[config.mk]
export PLATFORM = sky130hd
export DESIGN_NAME = serial_subtractor_flat
export DESIGN_NICKNAME = d
export VERILOG_FILES = /design/src/rtl/serial_subtractor_if.sv /design/src/rtl/serial_subtractor.sv /design/src/flat_wrapper.sv
export SDC_FILE = /design/constraint.sdc
export NUM_CORES = 1
export LEC_CHECK = 0
export BUFFER_PORTS_ARGS = -buffer_cell sky130_fd_sc_hd__buf_2
export CAP_MARGIN = 40
export CELL_PAD_IN_SITES_DETAIL_PLACEMENT = 1
export CELL_PAD_IN_SITES_GLOBAL_PLACEMENT = 2
export CORE_UTILIZATION = 38
export CTS_BUF_LIST = sky130_fd_sc_hd__clkbuf_4
export DETAILED_ROUTE_END_ITERATION = 6
export PLACE_DENSITY_LB_ADDON = 0.1
export SYNTH_ARGS = -nofsm -noshare
export SYNTH_HDL_FRONTEND = slang
export SYNTH_SLANG_ARGS = --single-unit
export TNS_END_PERCENT = 20
[constraint.sdc]
create_clock -name clk -period 2.45 [get_ports clk]
set_clock_uncertainty 0.2 [all_clocks]
set_input_delay 0.1225 -clock clk [delete_from_list [all_inputs] [get_ports clk]]
set_output_delay 0.1225 -clock clk [all_outputs]
set_load 0.02 [all_outputs]
[src/rtl/serial_subtractor_if.sv]
// Start/busy/done handshake bundle for the bit-serial subtractor.
// The master issues operands and start; the slave returns status and results.
interface serial_subtractor_if #(
    parameter int WIDTH = 8
);
    logic             start;
    logic [WIDTH-1:0] a;
    logic [WIDTH-1:0] b;
    logic             busy;
    logic             done;
    logic [WIDTH-1:0] diff;
    logic             borrow_out;
    logic             overflow;

    modport master (
        output start, a, b,
        input  busy, done, diff, borrow_out, overflow
    );

    modport slave (
        input  start, a, b,
        output busy, done, diff, borrow_out, overflow
    );
endinterface

[src/rtl/serial_subtractor.sv]
// Bit-serial WIDTH-bit subtractor: diff = a - b, LSB first, one bit per clock.
// A single full-subtractor cell feeds a registered borrow; results are held
// in output registers from one DONE to the next.
module serial_subtractor #(
    parameter int WIDTH = 8
) (
    input  logic                clk,
    input  logic                rst_n,
    serial_subtractor_if.slave  bus
);
    localparam int CNT_W = $clog2(WIDTH);

    typedef enum logic [1:0] {
        IDLE  = 2'd0,
        SHIFT = 2'd1,
        DONE  = 2'd2
    } state_t;

    state_t             state_reg;
    state_t             state_next;

    logic [WIDTH-1:0]   sa_reg;
    logic [WIDTH-1:0]   sb_reg;
    logic [WIDTH-1:0]   res_reg;
    logic [WIDTH-1:0]   res_next;
    logic [CNT_W-1:0]   cnt_reg;
    logic               br_reg;
    logic               br_next;
    logic               d_bit;
    logic               a_msb_reg;
    logic               b_msb_reg;
    logic               last_bit;

    logic [WIDTH-1:0]   diff_reg;
    logic               borrow_reg;
    logic               overflow_reg;

    logic               busy_o;
    logic               done_o;

    // Full-subtractor cell on the current LSBs plus the shifted-in result word.
    always_comb begin
        d_bit    = sa_reg[0] ^ sb_reg[0] ^ br_reg;
        br_next  = (~sa_reg[0] & sb_reg[0]) | (~(sa_reg[0] ^ sb_reg[0]) & br_reg);
        res_next = {d_bit, res_reg[WIDTH-1:1]};
        last_bit = (cnt_reg == CNT_W'(WIDTH - 1));
    end

    // State register.
    always_ff @(posedge clk or negedge rst_n) begin
        if (!rst_n) begin
            state_reg <= IDLE;
        end else begin
            state_reg <= state_next;
        end
    end

    // Next-state logic: start only matters in IDLE, DONE lasts one cycle.
    always_comb begin
        state_next = state_reg;
        case (state_reg)
            IDLE:    if (bus.start) state_next = SHIFT;
            SHIFT:   if (last_bit)  state_next = DONE;
            DONE:    state_next = IDLE;
            default: state_next = IDLE;
        endcase
    end

    // Handshake outputs decoded from the state.
    always_comb begin
        busy_o = 1'b0;
        done_o = 1'b0;
        case (state_reg)
            SHIFT:   busy_o = 1'b1;
            DONE: begin
                busy_o = 1'b1;
                done_o = 1'b1;
            end
            default: ;
        endcase
    end

    // Operand capture on accept, then one bit per cycle through the cell.
    always_ff @(posedge clk or negedge rst_n) begin
        if (!rst_n) begin
            sa_reg    <= '0;
            sb_reg    <= '0;
            res_reg   <= '0;
            cnt_reg   <= '0;
            br_reg    <= 1'b0;
            a_msb_reg <= 1'b0;
            b_msb_reg <= 1'b0;
        end else begin
            case (state_reg)
                IDLE: begin
                    if (bus.start) begin
                        sa_reg    <= bus.a;
                        sb_reg    <= bus.b;
                        res_reg   <= '0;
                        cnt_reg   <= '0;
                        br_reg    <= 1'b0;
                        a_msb_reg <= bus.a[WIDTH-1];
                        b_msb_reg <= bus.b[WIDTH-1];
                    end
                end
                SHIFT: begin
                    sa_reg  <= sa_reg >> 1;
                    sb_reg  <= sb_reg >> 1;
                    res_reg <= res_next;
                    br_reg  <= br_next;
                    cnt_reg <= cnt_reg + 1'b1;
                end
                default: ;
            endcase
        end
    end

    // Result registers load only on the edge entering DONE and hold otherwise.
    // The final d_bit is the result MSB, so overflow can be formed in the same edge.
    always_ff @(posedge clk or negedge rst_n) begin
        if (!rst_n) begin
            diff_reg     <= '0;
            borrow_reg   <= 1'b0;
            overflow_reg <= 1'b0;
        end else if (state_reg == SHIFT && last_bit) begin
            diff_reg     <= res_next;
            borrow_reg   <= br_next;
            overflow_reg <= (a_msb_reg != b_msb_reg) && (d_bit != a_msb_reg);
        end
    end

    assign bus.busy       = busy_o;
    assign bus.done       = done_o;
    assign bus.diff       = diff_reg;
    assign bus.borrow_out = borrow_reg;
    assign bus.overflow   = overflow_reg;
endmodule

[src/flat_wrapper.sv]
// flat-port wrapper written by rule: the top's interface ports become plain ports
module serial_subtractor_flat 
#(
    parameter int WIDTH = 8
)
  (clk, rst_n, bus_start, bus_a, bus_b, bus_busy, bus_done, bus_diff, bus_borrow_out, bus_overflow);
  serial_subtractor_if #(.WIDTH(WIDTH)) bus_i ();
  input  logic clk;
  input  logic rst_n;
  input wire logic [$bits(bus_i.start)-1:0] bus_start;
  input wire logic [$bits(bus_i.a)-1:0] bus_a;
  input wire logic [$bits(bus_i.b)-1:0] bus_b;
  output wire logic [$bits(bus_i.busy)-1:0] bus_busy;
  output wire logic [$bits(bus_i.done)-1:0] bus_done;
  output wire logic [$bits(bus_i.diff)-1:0] bus_diff;
  output wire logic [$bits(bus_i.borrow_out)-1:0] bus_borrow_out;
  output wire logic [$bits(bus_i.overflow)-1:0] bus_overflow;
  assign bus_i.start = bus_start;
  assign bus_i.a = bus_a;
  assign bus_i.b = bus_b;
  assign bus_busy = bus_i.busy;
  assign bus_done = bus_i.done;
  assign bus_diff = bus_i.diff;
  assign bus_borrow_out = bus_i.borrow_out;
  assign bus_overflow = bus_i.overflow;
  serial_subtractor #(.WIDTH(WIDTH)) u_core (.clk(clk), .rst_n(rst_n), .bus(bus_i));
endmodule
==> results.ini <==
[timing]
fin_tns_setup_ns = 0
rsz0062_at_grt = no
worstMarginPinSlew_ns = 0.914
setup_violations = 0
drv_slew = 0
fin_hold_ws_ns = 0.0282
fin_crit_ns = 2.28
max_slew_margin_pct = 38.9
post-route-period-util_pct = 93.1
hold_violations = 0
fmax_mhz = 438

[flow_run]
drv_cap = 0

[logic_synthesis]
synth.cell_area_um2 = 1940
synthFlopType = dfrtp_1
synth_edf_count = 0
yosys_warnings = 0
synth_top_area_share_pct = 53.0
avgSynthCellArea_um2 = 11.6
yosys-top-cells-count = dfrtp_1, a21oi_1, a221o_1
yosys.area.top_type = dfrtp_1
synth-seq-area-share_pct = 53.0
synth_area_leaders = dfrtp_1, mux2_2, a221o_1
ys_types = 22
synthesis.nets = 194
synthArstFlopShare_pct = 100
synth.most_common_cell = dfrtp_1
synth_seq_cells = 41
syn-instance-count = 167

[worst_setup_path]
cpPeakStageDelay_ns = 0.75
crit_path_top_delay_cell = o21bai_1
crit_chain = inv_1 -> ha_1 -> buf_4 -> o21bai_1 -> mux2_2
reg2reg_depth = 5
cp-end-kind = register
crit_type = reg -> reg
required_ns = 2.53
start_kind = register
critical_path_arrival_ns = 2.37
crit_fanout = 32

[floorplan]
core_area_um2 = 4820
io-pin-count = 31
rows = 25
die-area_um2 = 5390
chipHeight_um = 73.4
start_util_pct = 40.2
die_x_um = 73.4

[detailed_routing]
ant_nets = 0
post_drt_wl_per_cell_um = 15.4
route.detailed.drc = 0
drtIter0Drc = 73
dr.pass1.iters = 4
viasPerCell = 5.21
drt-total-wl_mm = 4.35
vias = 1469

[power]
peakVddDrop_mv = 0.869
p_leak_nw = 1.16
power_density_nw_per_um2 = 1100

[grt]
grt_pass1_vias = 1554
grt-ovfl-total = 0
grt_antenna_before_repair = 0
grt_max_degree = 33
grt_first_pass_wirelength_mm = 7.50
grt.total_usage_pct = 18.6

[placed_design]
place_congestion = 0.691
dp_cells = 257
dpl.hpwl_mm = 2.97
numPortBuffers = 30

[outcome]
outcome = finished, final reports clean

[clock_network]
cts_tree = done
clkLatencyLatePin_ns = 0.34
root_buffer = clkbuf_4
postCtsSetupRepairBufs = 0
cts_made_buffers = 5
clk_pin_slew_ns = 0.12
cts.sinks = 41
cts.htree.levels = 2
cts_resized = 0
cts_buffer_depth = 2

[final_layout]
stdcell_count = 282
drive_gt1_share_pct = 26.5
synthToLayoutAreaGrowth_pct = 24.3
fill_cells = 545
post-route-util_pct = 50.0
nets = 241
diodes = 0

[worst_hold_path]
hold_path_depth = 4
holdCritPathClass = in -> reg

[logic make-up after synthesis]
kind of cell	Yosys count	synth area share, %
multiplexers	13	7.56
AND/OR/NAND/NOR	39	11.0
AO/OA/AOI/OAI	46	17.7
flip-flops	41	53.0
adder cells (fa/ha/maj)	8	5.56
buffers and inverters	20	5.17
[cells in the final DEF (no fill, tap or decap), drive strengths merged]
master / n
mux2: 13
a22o: 10
nor3b: 1
and3b: 1
nor2: 1
buf: 37
o21ai: 4
ha: 7
bufinv: 1
nand2b: 13
nor2b: 4
inv: 6
a31oi: 2
o21bai: 1
clkbuf: 6
nand3: 13
dlygate4sd3: 17
clkinv: 1
a21oi: 15
nand2: 6
a221o: 14
fa: 1
dfrtp: 41
[routing by layer]
| metal | vias up | global-route usage, % | wire length, µm | share of wire (%) |
|---|---|---|---|---|
| li1 | 697 | - | - | - |
| met1 | 741 | 24.6 | 2130 | 49 |
| met2 | 26 | 30.9 | 2040 | 47 |
| met3 | 5 | 4.12 | 133 | 3.1 |
| met4 | 0 | 5.34 | 53 | 1.2 |
| met5 | - | 0 | 0 | 0 |
[worst max-delay path, delay by kind of cell, from the launching register on]
| kind | cells | cell delay (ns) |
|---|---|---|
| DFF | 1 | 0.42 |
| AOI/OAI and AO/OA | 1 | 0.75 |
| buffers and inverters | 2 | 0.33 |
| muxes | 1 | 0.30 |
| adders and majority gates | 1 | 0.23 |
[stage by stage]
| stage | power [W] | worst slack [ns] | instance area, µm² |
|---|---|---|---|
| 6_report | 0.00265 | 0.169 | 2410 |
| 2_1_floorplan | 0.00193 | 0.592 | 1940 |
| 3_3_place_gp | 0.00212 | 0.164 | 2130 |
| 4_1_cts | 0.00269 | 0.144 | 2410 |
| 3_5_place_dp | 0.00223 | 0.170 | 2160 |
| 5_1_grt | 0.00287 | 0.00850 | 2410 |
[power breakdown]
part           leakage [nW]  switching [W]  internal [W]
combinational         0.575       0.000615      0.000535
sequential            0.543       0.000169      0.000893
clock                0.0433       0.000219      0.000224
total                  1.16        0.00100       0.00165
[what timing repair did]
item | in CTS | in global routing
hold endpoints to repair | 58 | 0
endpoints found under the setup margin | 0 | 0
hold buffers | 17 | 0
[cell type report]
cell class	count	area (µm²)	share of cell area, %
Inverter	6	22.5	0.936
Sequential cell	41	1030	42.6
Tap cell	67	83.8	3.48
Timing Repair Buffer	54	385	16.0
Clock buffer	6	45.0	1.87
Multi-Input combinational cell	106	811	33.7
Clock inverter	2	33.8	1.40
[path summary, 6_finish.rpt]
check	slack, ns	to	start
worst max-delay path	0.17	u_core.cnt_reg[0]	u_core.state_reg[0]
worst min-delay path	0.03	u_core.sa_reg[5]	bus_a[5]
worst max register to register	0.17	u_core.cnt_reg[0]	u_core.state_reg[0]
worst min register to register	0.31	u_core.bus.overflow	u_core.bus.overflow
max in group asynchronous	1.02	u_core.sb_reg[5]	rst_n
min in group asynchronous	0.07	u_core.res_reg[4]	rst_n
Note: power is estimated with default switching activity, not from simulation.
